==> src/rtl/pc_fetch_unit.sv <==
// pc_fetch_unit: instruction-fetch front end of the pipelined MIPS core.
// Owns the architectural PC, issues one request at a time on the
// instruction-side SRAM-like bus, and hands {pc, inst} to decode through
// a valid/allowin handshake. Branch/jump redirects from execute take
// priority in every state.
// Optional feature (macro FETCH_ADEL_EN): misaligned-PC detection that
// suppresses the bus request and delivers an address-error marker
// (if_adel, if_badvaddr) to decode instead of an instruction.
module pc_fetch_unit #(
    parameter logic [31:0] RESET_PC = 32'hBFC0_0000,
    parameter int          ADDR_W   = 32
) (
    input  logic              clk,
    input  logic              resetn,
    output logic [ADDR_W-1:0] pc_to_adder,
    input  logic [ADDR_W-1:0] pc_plus4,
    input  logic              redirect_valid,
    input  logic [ADDR_W-1:0] redirect_target,
    output logic              inst_req,
    output logic [ADDR_W-1:0] inst_addr,
    input  logic              inst_addr_ok,
    input  logic              inst_data_ok,
    input  logic [31:0]       inst_rdata,
    output logic              if_valid,
    output logic [ADDR_W-1:0] if_pc,
    output logic [31:0]       if_inst,
`ifdef FETCH_ADEL_EN
    output logic              if_adel,
    output logic [ADDR_W-1:0] if_badvaddr,
`endif
    input  logic              id_allowin
);

    typedef enum logic [1:0] {
        REQ  = 2'd0,
        WAIT = 2'd1,
        HOLD = 2'd2
    } state_t;

    state_t            state;
    logic [ADDR_W-1:0] pc;
    logic              cancel;
    logic              misaligned;

`ifdef FETCH_ADEL_EN
    assign misaligned = (pc[1:0] != 2'b00);
`else
    assign misaligned = 1'b0;
`endif

    // Bus and decode-facing outputs decoded from the registered state.
    // The request is gated by resetn so nothing is issued while reset is held.
    assign pc_to_adder = pc;
    assign inst_addr   = pc;
    assign inst_req    = resetn && (state == REQ) && !misaligned;
    assign if_valid    = (state == HOLD);

    // Fetch FSM: PC update, outstanding-request bookkeeping and decode latch.
    always_ff @(posedge clk or negedge resetn) begin
        if (!resetn) begin
            state       <= REQ;
            pc          <= RESET_PC;
            cancel      <= 1'b0;
            if_pc       <= '0;
            if_inst     <= '0;
`ifdef FETCH_ADEL_EN
            if_adel     <= 1'b0;
            if_badvaddr <= '0;
`endif
        end else if (redirect_valid) begin
            pc <= redirect_target;
            case (state)
                REQ: begin
                    // An accepted request belongs to the old PC; its data
                    // must be swallowed when it comes back.
                    if (inst_req && inst_addr_ok) begin
                        state  <= WAIT;
                        cancel <= 1'b1;
                    end else begin
                        state  <= REQ;
                    end
                end
                WAIT: begin
                    if (inst_data_ok) begin
                        state  <= REQ;
                        cancel <= 1'b0;
                    end else begin
                        cancel <= 1'b1;
                    end
                end
                default: begin
                    // Held instruction is discarded even if decode took it.
                    state <= REQ;
                end
            endcase
        end else begin
            case (state)
                REQ: begin
                    if (misaligned) begin
                        state   <= HOLD;
                        if_pc   <= pc;
                        if_inst <= '0;
`ifdef FETCH_ADEL_EN
                        if_adel     <= 1'b1;
                        if_badvaddr <= pc;
`endif
                    end else if (inst_addr_ok) begin
                        state <= WAIT;
                    end
                end
                WAIT: begin
                    if (inst_data_ok) begin
                        if (cancel) begin
                            cancel <= 1'b0;
                            state  <= REQ;
                        end else begin
                            if_inst <= inst_rdata;
                            if_pc   <= pc;
`ifdef FETCH_ADEL_EN
                            if_adel <= 1'b0;
`endif
                            state   <= HOLD;
                        end
                    end
                end
                default: begin
                    if (id_allowin) begin
                        pc    <= pc_plus4;
                        state <= REQ;
                    end
                end
            endcase
        end
    end

endmodule

==> config.mk <==
export PLATFORM = sky130hd
export DESIGN_NAME = pc_fetch_unit
export DESIGN_NICKNAME = d
export VERILOG_FILES = /design/src/rtl/pc_fetch_unit.sv
export SDC_FILE = /design/constraint.sdc
export NUM_CORES = 1
export LEC_CHECK = 0
export BUFFER_PORTS_ARGS = -buffer_cell sky130_fd_sc_hd__buf_4
export CAP_MARGIN = 20
export CORE_ASPECT_RATIO = 0.9
export CORE_MARGIN = 3
export CORE_UTILIZATION = 47
export CTS_BUF_LIST = sky130_fd_sc_hd__clkbuf_8
export DETAILED_ROUTE_END_ITERATION = 7
export PLACE_DENSITY = 0.88
export SLEW_MARGIN = 20
export SYNTH_ARGS = -nofsm -noshare
export SYNTH_HDL_FRONTEND = slang
export SYNTH_SLANG_ARGS = --single-unit
==> constraint.sdc <==
create_clock -name clk -period 1.95 [get_ports clk]
set_input_delay 0.2925 -clock clk [delete_from_list [all_inputs] [get_ports clk]]
set_output_delay 0.2925 -clock clk [all_outputs]
set_load 0.005 [all_outputs]
==> results of run 1 <==
layer usage:
metal,part of all wire (%),track usage [%]
met5,0,0
met4,1.3,5.944
met3,8.8,5.840
met2,52,34.89
met1,38,23.45
report_power, final:
group | switching, W | internal, W
clock | 0.000639 | 0.000479
sequential | 0.000513 | 0.00281
combinational | 0.000843 | 0.00200
total | 0.00200 | 0.00528
flip-flops by register name (all words and copies together) (netlist names):
| register | count |
|---|---|
| if_inst | 32 |
| if_pc | 32 |
| state | 2 |
| cancel | 1 |
| inst_addr | 32 |
worst paths after layout:
path	start	end
worst max register to register	state[0]$_DFFE_PN0P_	if_pc[5]$_DFFE_PN0P_
worst min-delay path	resetn	state[0]$_DFFE_PN0P_
min in group clk	inst_rdata[19]	if_inst[19]$_DFFE_PN0P_
worst min register to register	inst_addr[26]$_DFFE_PN1P_	inst_addr[26]$_DFFE_PN1P_
max in group asynchronous	resetn	inst_addr[31]$_DFFE_PN1P_
worst max-delay path	state[0]$_DFFE_PN0P_	if_pc[5]$_DFFE_PN0P_
final cells by class:
type / instances / area (sq um)
sequential: 99 / 2489
fill: 655 / 2973
timing repair buffer: 239 / 1832
multi-input combinational: 177 / 1677
tap: 122 / 152.6
clock buffer: 10 / 137.6
inverter: 1 / 3.754
clock inverter: 6 / 26.28
worst reg2reg max path: stages, from the launching register on:
cell	delay [ps]
dfrtp_1	480
nand2_2	90
or4_4	440
buf_12	230
mux2_4	370
layout by cell type (no fill, tap or decap):
| master | Yosys | routed |
|---|---|---|
| a21oi_1 | 4 | 3 |
| a21oi_4 | 0 | 1 |
| a2bb2oi_1 | 1 | 1 |
| and2b_2 | 1 | 1 |
| and4b_2 | 1 | 1 |
| buf_12 | 6 | 3 |
| buf_4 | 32 | 236 |
| clkbuf_8 | 0 | 10 |
| clkinv_2 | 0 | 3 |
| dfrtp_1 | 90 | 90 |
| dfstp_2 | 9 | 9 |
| inv_1 | 1 | 4 |
| mux2_2 | 4 | 4 |
| mux2_4 | 60 | 60 |
| mux2i_1 | 32 | 32 |
| nand2_1 | 33 | 33 |
| nand2_2 | 1 | 1 |
| nand2b_1 | 1 | 1 |
| nor2_1 | 1 | 1 |
| nor3b_1 | 2 | 2 |
| o21ai_0 | 32 | 32 |
| o22a_2 | 1 | 1 |
| o22ai_1 | 1 | 1 |
| or3_2 | 1 | 1 |
| or4_4 | 1 | 1 |
stage by stage:
stage	cells	area [sq um]	util (%)	hold WS, ps	total power [W]
3_5_place_dp	638	6153	66.24	422.8	0.006242
3_3_place_gp	638	6153	66.24	415.6	0.006114
5_1_grt	654	6317	68.00	54.82	0.007749
2_1_floorplan	327	4574	-	-3.091	0.004615
4_1_cts	654	6317	68.00	28.68	0.007390
6_report	654	6317	68.00	9.684	0.007279
cells by family after synthesis:
logic type | after synthesis | share of synthesized area [%]
flip-flops | 99 | 54.40
AO/OA/AOI/OAI | 39 | 4.486
buffers and inverters | 51 | 9.190
AND/OR/NAND/NOR | 42 | 4.240
multiplexers | 96 | 27.68
==> flow_metrics.py, run 1 <==
metrics = {
    "yosys": {
        "syn-num-nets": 429,
        "synth_ff_type": "dfrtp_1",
        "yosysTopAreaCellShare_pct": 49.23,
        "avgSynthCellArea_sq_um": 13.99,
        "yosysTopAreaCell": "dfrtp_1",
        "yosysWarnings": 0,
        "ys_seq_area_share_pct": 54.40,
        "synth_seq_cells": 99,
        "netlist_instances": 327,
        "async_flop_share_pct": 100.0,
        "synthTopCellsByArea": "dfrtp_1 49%, mux2_4 20%, mux2i_1 7.0%",
        "ys_types": 25,
        "synth_common_cells": "90 x dfrtp_1, 60 x mux2_4, 33 x nand2_1",
        "synth_most_common_cell": "dfrtp_1",
        "syn_area_sq_um": 4574,
        "synth_edf_count": 0,
    },
    "worst_setup_path": {
        "r2r_slack_ps": 220,
        "critPathKind": "reg2reg",
        "cp-end-kind": "flip-flop",
        "arrival_ps": 1970,
        "crit_required_ps": 2180,
        "critical_path_buf_inv_count": 1,
        "cp.depth": 4,
        "cp-start-kind": "flip-flop",
        "cp_max_fo": 47,
        "critPathTopFamily": "simple AND/OR/NAND/NOR gates",
        "crit_slowest_cell": "dfrtp_1",
        "path_cells": "nand2_2 > or4_4 > buf_12 > mux2_4",
        "critPathMaxStageDelay_ps": 480,
        "worstRegToRegCells": 4,
    },
    "drt": {
        "drt-initial-drc-count": 163,
        "wl_mm": 11.01,
        "dr_total_vias": 3213,
        "vias_per_cell": 4.913,
        "ant_nets": 0,
        "wl_per_cell_um": 16.84,
        "dr.pass1.iters": 4,
        "drcViolationCount": 0,
    },
    "sta": {
        "drv_slew": 0,
        "max_freq_mhz": 577.7,
        "skew_ps": 9.281,
        "relSlewSlack_pct": 66.31,
        "setup_viol": 0,
        "rsz0062_at_grt": "no",
        "fin_crit_sh_pct": 88.77,
        "layout_setup_ws_ps": 219.0,
        "tightest_slew_ps": 505.3,
        "finalCriticalPeriod_ps": 1731,
        "tns_ps": 0,
        "hold_viol": 0,
    },
    "clock_network": {
        "cts_buffers": 9,
        "hold_buffers": 0,
        "cts_buffer_depth": 2,
        "cts_resized": 0,
        "clk_pin_slew_ps": 90,
        "post_cts.repair.setup_buffers": 0,
        "clk_latency_ps": 350,
        "cts_root_buf": "clkbuf_8",
        "cts_tree": "done",
        "htree_levels": 3,
        "cts_sinks": 99,
    },
    "layout": {
        "area.growth.synth_to_final_pct": 38.10,
        "final_nets": 629,
        "drive_gt1_share_pct": 62.41,
        "diodes": 0,
    },
    "global_routing": {
        "gr-total-overflow": 0,
        "grt_pass1_vias": 3301,
        "grt_pass1_wl_mm": 16.85,
        "grt_usage_pct": 19.92,
        "grt_max_degree": 100,
        "antenna_found_initial": 0,
    },
    "placement": {
        "io_buffers": 231,
        "pre_cts_ws_ps": 243.7,
        "dp_hpwl_mm": 8.473,
        "place.gp.congestion": 0.7386,
    },
    "power": {
        "power_density_nw_per_um2": 1152,
        "leakage_nw": 3.405,
        "ir_drop_v": 0.0006926,
    },
    "flow_run": {
        "max-cap-violations": 0,
    },
    "die": {
        "ioPinCount": 232,
        "dieArea_sq_um": 10950,
        "die_x_um": 110.0,
        "core-area_sq_um": 9290,
        "start_util_pct": 49.24,
        "num_rows": 33,
        "dieHeight_um": 99.59,
    },
    "status": {
        "outcome": "completed",
    },
    "min_path": {
        "hp-class": "in2async",
    },
}
Power figures use the tool's default switching activity.
==> run 2, diff against run 1 <==
Settings changed: PLACE_DENSITY 0.88 to 0.82, SKIP_CTS_REPAIR_TIMING set to 1.
==> run 2 against run 1 <==
Effect of this change:
- worst hold slack better by 29 ps
- sequential power about the same
- power up 2.8%
- die area unchanged
- largest power group unchanged
- clock power up 19%
- sequential cell count unchanged
- utilization up 0.28 points
- combinational power about the same
- via count down 1.9%
- count of clock-buffer cells in the layout unchanged
- design area up 0.42%
==> flow_metrics.py, run 2 (synthesis results as in run 1) <==
metrics = {
    "worst_setup_path": {
        "critPathTopFamily": "simple AND/OR/NAND/NOR gates",
        "critPathKind": "reg2reg",
        "crit_required_ps": 2190,
        "cp_max_fo": 46,
        "cp-start-kind": "flip-flop",
        "cp-end-kind": "flip-flop",
        "critPathMaxStageDelay_ps": 480,
        "path_cells": "nand2_2 > or4_4 > buf_12 > mux2_4",
        "critical_path_buf_inv_count": 1,
        "arrival_ps": 2000,
        "crit_slowest_cell": "dfrtp_1",
    },
    "layout": {
        "final_cell_mix": "237 x buf_4, 90 x dfrtp_1, 60 x mux2_4",
        "area.growth.synth_to_final_pct": 38.68,
        "nFillCells": 668,
        "final_common_cell": "buf_4",
        "diodes": 0,
        "final_nets": 629,
        "final_design_area_no_fill_sq_um": 6344,
        "drive_gt1_share_pct": 62.97,
    },
    "drt": {
        "dr_total_vias": 3151,
        "ant_nets": 0,
        "drt-initial-drc-count": 128,
        "vias_per_cell": 4.818,
        "dr.pass1.iters": 6,
        "drcViolationCount": 0,
        "wl_mm": 10.67,
        "wl_per_cell_um": 16.32,
    },
    "placement": {
        "postPlaceCellArea_sq_um": 6141,
        "dp_hpwl_mm": 8.069,
        "io_buffers": 231,
        "place.gp.congestion": 0.7153,
    },
    "sta": {
        "skew_ps": 16.44,
        "max_freq_mhz": 568.0,
        "setup_viol": 0,
        "fin_crit_sh_pct": 90.28,
        "rsz0062_at_grt": "no",
        "relSlewSlack_pct": 56.49,
        "hold_ws_ps": 38.55,
        "finalCriticalPeriod_ps": 1761,
        "hold_viol": 0,
        "drv_slew": 0,
        "tightest_slew_ps": 652.6,
        "tns_ps": 0,
    },
    "die": {
        "start_util_pct": 49.24,
        "dieHeight_um": 99.59,
        "die_x_um": 110.0,
        "ioPinCount": 232,
        "core-area_sq_um": 9290,
        "dieArea_sq_um": 10950,
        "num_rows": 33,
    },
    "clock_network": {
        "cts_buffer_depth": 2,
        "clk_latency_ps": 360,
        "htree_levels": 3,
        "cts_sinks": 99,
        "cts_buffers": 9,
        "cts_tree": "done",
        "cts_root_buf": "clkbuf_8",
        "clk_pin_slew_ps": 100,
    },
    "flow_run": {
        "max-cap-violations": 0,
    },
    "global_routing": {
        "grt_pass1_vias": 3243,
        "grt_usage_pct": 19.82,
        "gr-total-overflow": 0,
        "antenna_found_initial": 0,
        "grt_max_degree": 54,
        "grt_pass1_wl_mm": 16.88,
    },
    "power": {
        "leakage_nw": 3.403,
        "ir_drop_v": 0.0005900,
        "power_density_nw_per_um2": 1180,
    },
    "status": {
        "outcome": "completed",
    },
    "min_path": {
        "hp-class": "in2async",
    },
}
==> run 2: changes by cell type in the layout (fill, tap and decap cells not counted), sizes merged <==
cell	before	now
clkinv	3	4
inv	4	1
clkinvlp	0	1
bufinv	0	1
==> run 2: worst paths after layout <==
kind	start	to	slack (ps)	depth (start not counted)
hold reg to reg	inst_addr[28]$_DFFE_PN1P_	inst_addr[28]$_DFFE_PN1P_	510	2
setup / recovery	state[0]$_DFFE_PN0P_	if_pc[12]$_DFFE_PN0P_	190	4
max in group asynchronous	resetn	if_pc[15]$_DFFE_PN0P_	1430	2
hold / removal	resetn	if_pc[23]$_DFFE_PN0P_	40	2
setup reg to reg	state[0]$_DFFE_PN0P_	if_pc[12]$_DFFE_PN0P_	190	4
min in group clk	inst_rdata[24]	if_inst[24]$_DFFE_PN0P_	160	2
==> run 2: layout make-up <==
cell class | instances | area, sq um | share of cell area (%)
inverters | 1 | 3.754 | 0.05917
clock buffers | 10 | 137.6 | 2.170
clock inverters | 6 | 65.06 | 1.026
repair buffers | 239 | 1819 | 28.68
well taps | 122 | 152.6 | 2.406
flip-flops and latches | 99 | 2489 | 39.23
multi-input cells | 177 | 1677 | 26.43
==> run 2: per-layer routing <==
layer,track usage (%),routed length (um)
met1,25.48,4245
met2,33.07,5323
met3,4.737,953
met4,6.040,150
met5,0,0
==> run 2: per-stage QoR <==
step	instances	setup slack, ps	utilization, %	total power (W)
floorplan	327	317.8	-	0.004615
global placement	638	257.7	66.10	0.006120
CTS	654	219.6	68.28	0.007570
global route	654	126.7	68.28	0.007966
detailed placement	638	248.6	66.10	0.006231
finish	654	189.5	68.28	0.007485
==> run 2: where the power goes <==
group | switching (W) | total, W | internal [W]
combinational | 0.000842 | 0.00284 | 0.00200
clock | 0.000700 | 0.00133 | 0.000629
sequential | 0.000513 | 0.00332 | 0.00281
total | 0.00206 | 0.00749 | 0.00543
==> run 3, diff against run 2 <==
Settings changed: ABC_AREA set to 1, GPL_ROUTABILITY_DRIVEN set to 0, PLACE_DENSITY 0.82 to 0.83.
==> run 3 against run 2 <==
Effect of this change:
- sequential share of layout area up 0.62 points
- worst hold slack better by 140 ps
- wire length grew 11%
- utilization is 2.3 points higher
- sequential power barely moved
- power decreased by 1.9%
- global-route usage rose by 1.7 points
- critical endpoint is now inst_req
- largest power group unchanged
==> flow_metrics.py, run 3 <==
metrics = {
    "die": {
        "num_rows": 32,
        "core-area_sq_um": 8848,
        "ioPinCount": 232,
        "dieArea_sq_um": 10600,
        "start_util_pct": 49.92,
        "die_x_um": 108.2,
        "dieHeight_um": 97.97,
    },
    "drt": {
        "wl_per_cell_um": 14.98,
        "vias_per_cell": 4.881,
        "drcViolationCount": 0,
        "drt-initial-drc-count": 188,
        "dr.pass1.iters": 5,
        "ant_nets": 0,
        "dr_total_vias": 3866,
        "wl_mm": 11.87,
    },
    "power": {
        "switchingPower_w": 0.002333,
        "power_density_nw_per_um2": 1176,
        "leakage_nw": 3.320,
        "clkPwrFrac_pct": 17.9,
        "ir_drop_v": 0.0004596,
        "combPwrFrac_pct": 36.6,
        "switching_share_pct": 31.77,
        "seq_power_share_pct": 45.4,
        "p_int_w": 0.005011,
    },
    "sta": {
        "relSlewSlack_pct": 66.95,
        "tightest_slew_ps": 495.7,
        "hold_viol": 0,
        "rsz0062_at_grt": "no",
        "fin_crit_sh_pct": 86.66,
        "tns_ps": 0,
        "max_freq_mhz": 591.8,
        "drv_slew": 0,
        "finalCriticalPeriod_ps": 1690,
        "setup_viol": 0,
        "skew_ps": 12.53,
    },
    "yosys": {
        "synth_xor_area_share_pct": 0,
        "synth_seq_cells": 99,
        "synth_most_common_cell": "dfrtp_1",
        "yosysWarnings": 0,
        "syn-num-nets": 578,
        "yosys.area_share.adder_pct": 0,
        "synth_edf_count": 0,
        "synthTopCellsByArea": "dfrtp_1 51%, o21ai_1 6.7%, nand2_1 6.2%",
        "ys_seq_area_share_pct": 56.35,
        "synth-compound-area-share_pct": 17.03,
        "syn_area_sq_um": 4417,
        "synthMuxAreaShare_pct": 0,
        "avgSynthCellArea_sq_um": 9.279,
        "synth_top_family_by_area": "compound AO/OA/AOI/OAI gates",
        "netlist_instances": 476,
        "synth_common_cells": "90 x dfrtp_1, 73 x nand2_1, 69 x inv_1",
        "synth-simple-area-share_pct": 12.01,
        "synth_ff_type": "dfrtp_1",
        "async_flop_share_pct": 100.0,
        "yosysTopAreaCellShare_pct": 50.99,
        "ys_types": 20,
        "yosysTopAreaCell": "dfrtp_1",
    },
    "worst_setup_path": {
        "cp-start-kind": "primary input",
        "crit_required_ps": 1660,
        "arrival_ps": 1400,
        "cp_max_fo": 8,
        "cp-end-kind": "output port",
        "critPathKind": "in2out",
    },
    "clock_network": {
        "cts_sinks": 99,
        "clk_latency_ps": 340,
        "cts_buffer_depth": 2,
        "cts_buffers": 9,
        "cts_root_buf": "clkbuf_8",
        "cts_tree": "done",
        "htree_levels": 3,
        "clk_pin_slew_ps": 100,
    },
    "global_routing": {
        "grt_pass1_vias": 3772,
        "grt_max_degree": 95,
        "antenna_found_initial": 0,
        "gr-total-overflow": 0,
        "grt_usage_pct": 21.55,
        "grt_pass1_wl_mm": 18.19,
    },
    "placement": {
        "postPlaceCellArea_sq_um": 6035,
        "dp_hpwl_mm": 8.922,
        "io_buffers": 231,
        "dp_cells": 776,
    },
    "layout": {
        "final_design_area_no_fill_sq_um": 6245,
        "drive_gt1_share_pct": 44.73,
        "area.growth.synth_to_final_pct": 41.39,
        "diodes": 0,
        "final_cells": 792,
        "final_nets": 771,
        "final_cell_mix": "237 x buf_4, 90 x dfrtp_1, 73 x nand2_1",
        "final_common_cell": "buf_4",
        "nFillCells": 650,
    },
    "status": {
        "outcome": "completed",
    },
    "flow_run": {
        "max-cap-violations": 0,
    },
    "min_path": {
        "hp-class": "in2reg",
    },
}
## run 3: layout make-up
| type | count | area, sq um | area share, % |
|---|---|---|---|
| tap | 119 | 148.9 | 2.384 |
| timing repair buffer | 241 | 1849 | 29.61 |
| clock inverter | 5 | 62.56 | 1.002 |
| inverter | 71 | 266.5 | 4.268 |
| sequential | 99 | 2489 | 39.85 |
| multi-input combinational | 247 | 1291 | 20.68 |
| clock buffer | 10 | 137.6 | 2.204 |
## run 3: kinds of logic after synthesis
logic type / Yosys count
compound gates: 132
simple gates: 115
flops: 99
buf+inv: 130
## run 3: final timing paths
check,slack [ps],cells past startpoint,to,from
setup / recovery,260,4,inst_req,resetn
hold / removal,180,3,if_inst[1]$_DFFE_PN0P_,inst_rdata[1]
setup reg to reg,510,6,if_pc[1]$_DFFE_PN0P_,state[0]$_DFFE_PN0P_
hold reg to reg,500,2,if_pc[14]$_DFFE_PN0P_,if_pc[14]$_DFFE_PN0P_
max in group asynchronous,900,3,inst_addr[22]$_DFFE_PN1P_,resetn
min in group asynchronous,310,2,if_inst[11]$_DFFE_PN0P_,resetn
## run 3: through the flow
step | utilization, % | setup WS [ps] | power, W | hold slack, ps
5_1_grt | 70.57 | 206.4 | 0.007840 | 171.9
4_1_cts | 70.46 | 453.8 | 0.007410 | -261.9
6_report | 70.57 | 260.1 | 0.007344 | 178.2
3_5_place_dp | 68.20 | 383.8 | 0.006101 | 127.1
2_1_floorplan | - | 713.4 | 0.004370 | -3.091
3_3_place_gp | 68.20 | 452.1 | 0.005968 | 124.6
## run 3: layer usage
metal / wire length [um] / GRT usage [%] / part of all wire (%) / up-vias
li1: - / - / - / 1881
met1: 4647 / 25.42 / 39 / 1800
met2: 6135 / 39.39 / 52 / 173
met3: 909 / 3.900 / 7.7 / 12
met4: 174 / 6.990 / 1.5 / 0
met5: 0 / 0 / 0 / -
## run 3: worst max-delay path: stages
cell and delay, ps:
dlygate4sd3_1 530, buf_4 190, nor3b_1 230, buf_4 150
## run 3: power groups by stage
stage | clock (W) | combinational [W] | sequential, W
after floorplan | 0 | 0.00103 | 0.00334
final | 0.00132 | 0.00269 | 0.00334
after CTS | 0.00134 | 0.00274 | 0.00333
after global routing | 0.00144 | 0.00299 | 0.00342
after global placement | 0 | 0.00263 | 0.00333
after detailed placement | 0 | 0.00274 | 0.00336
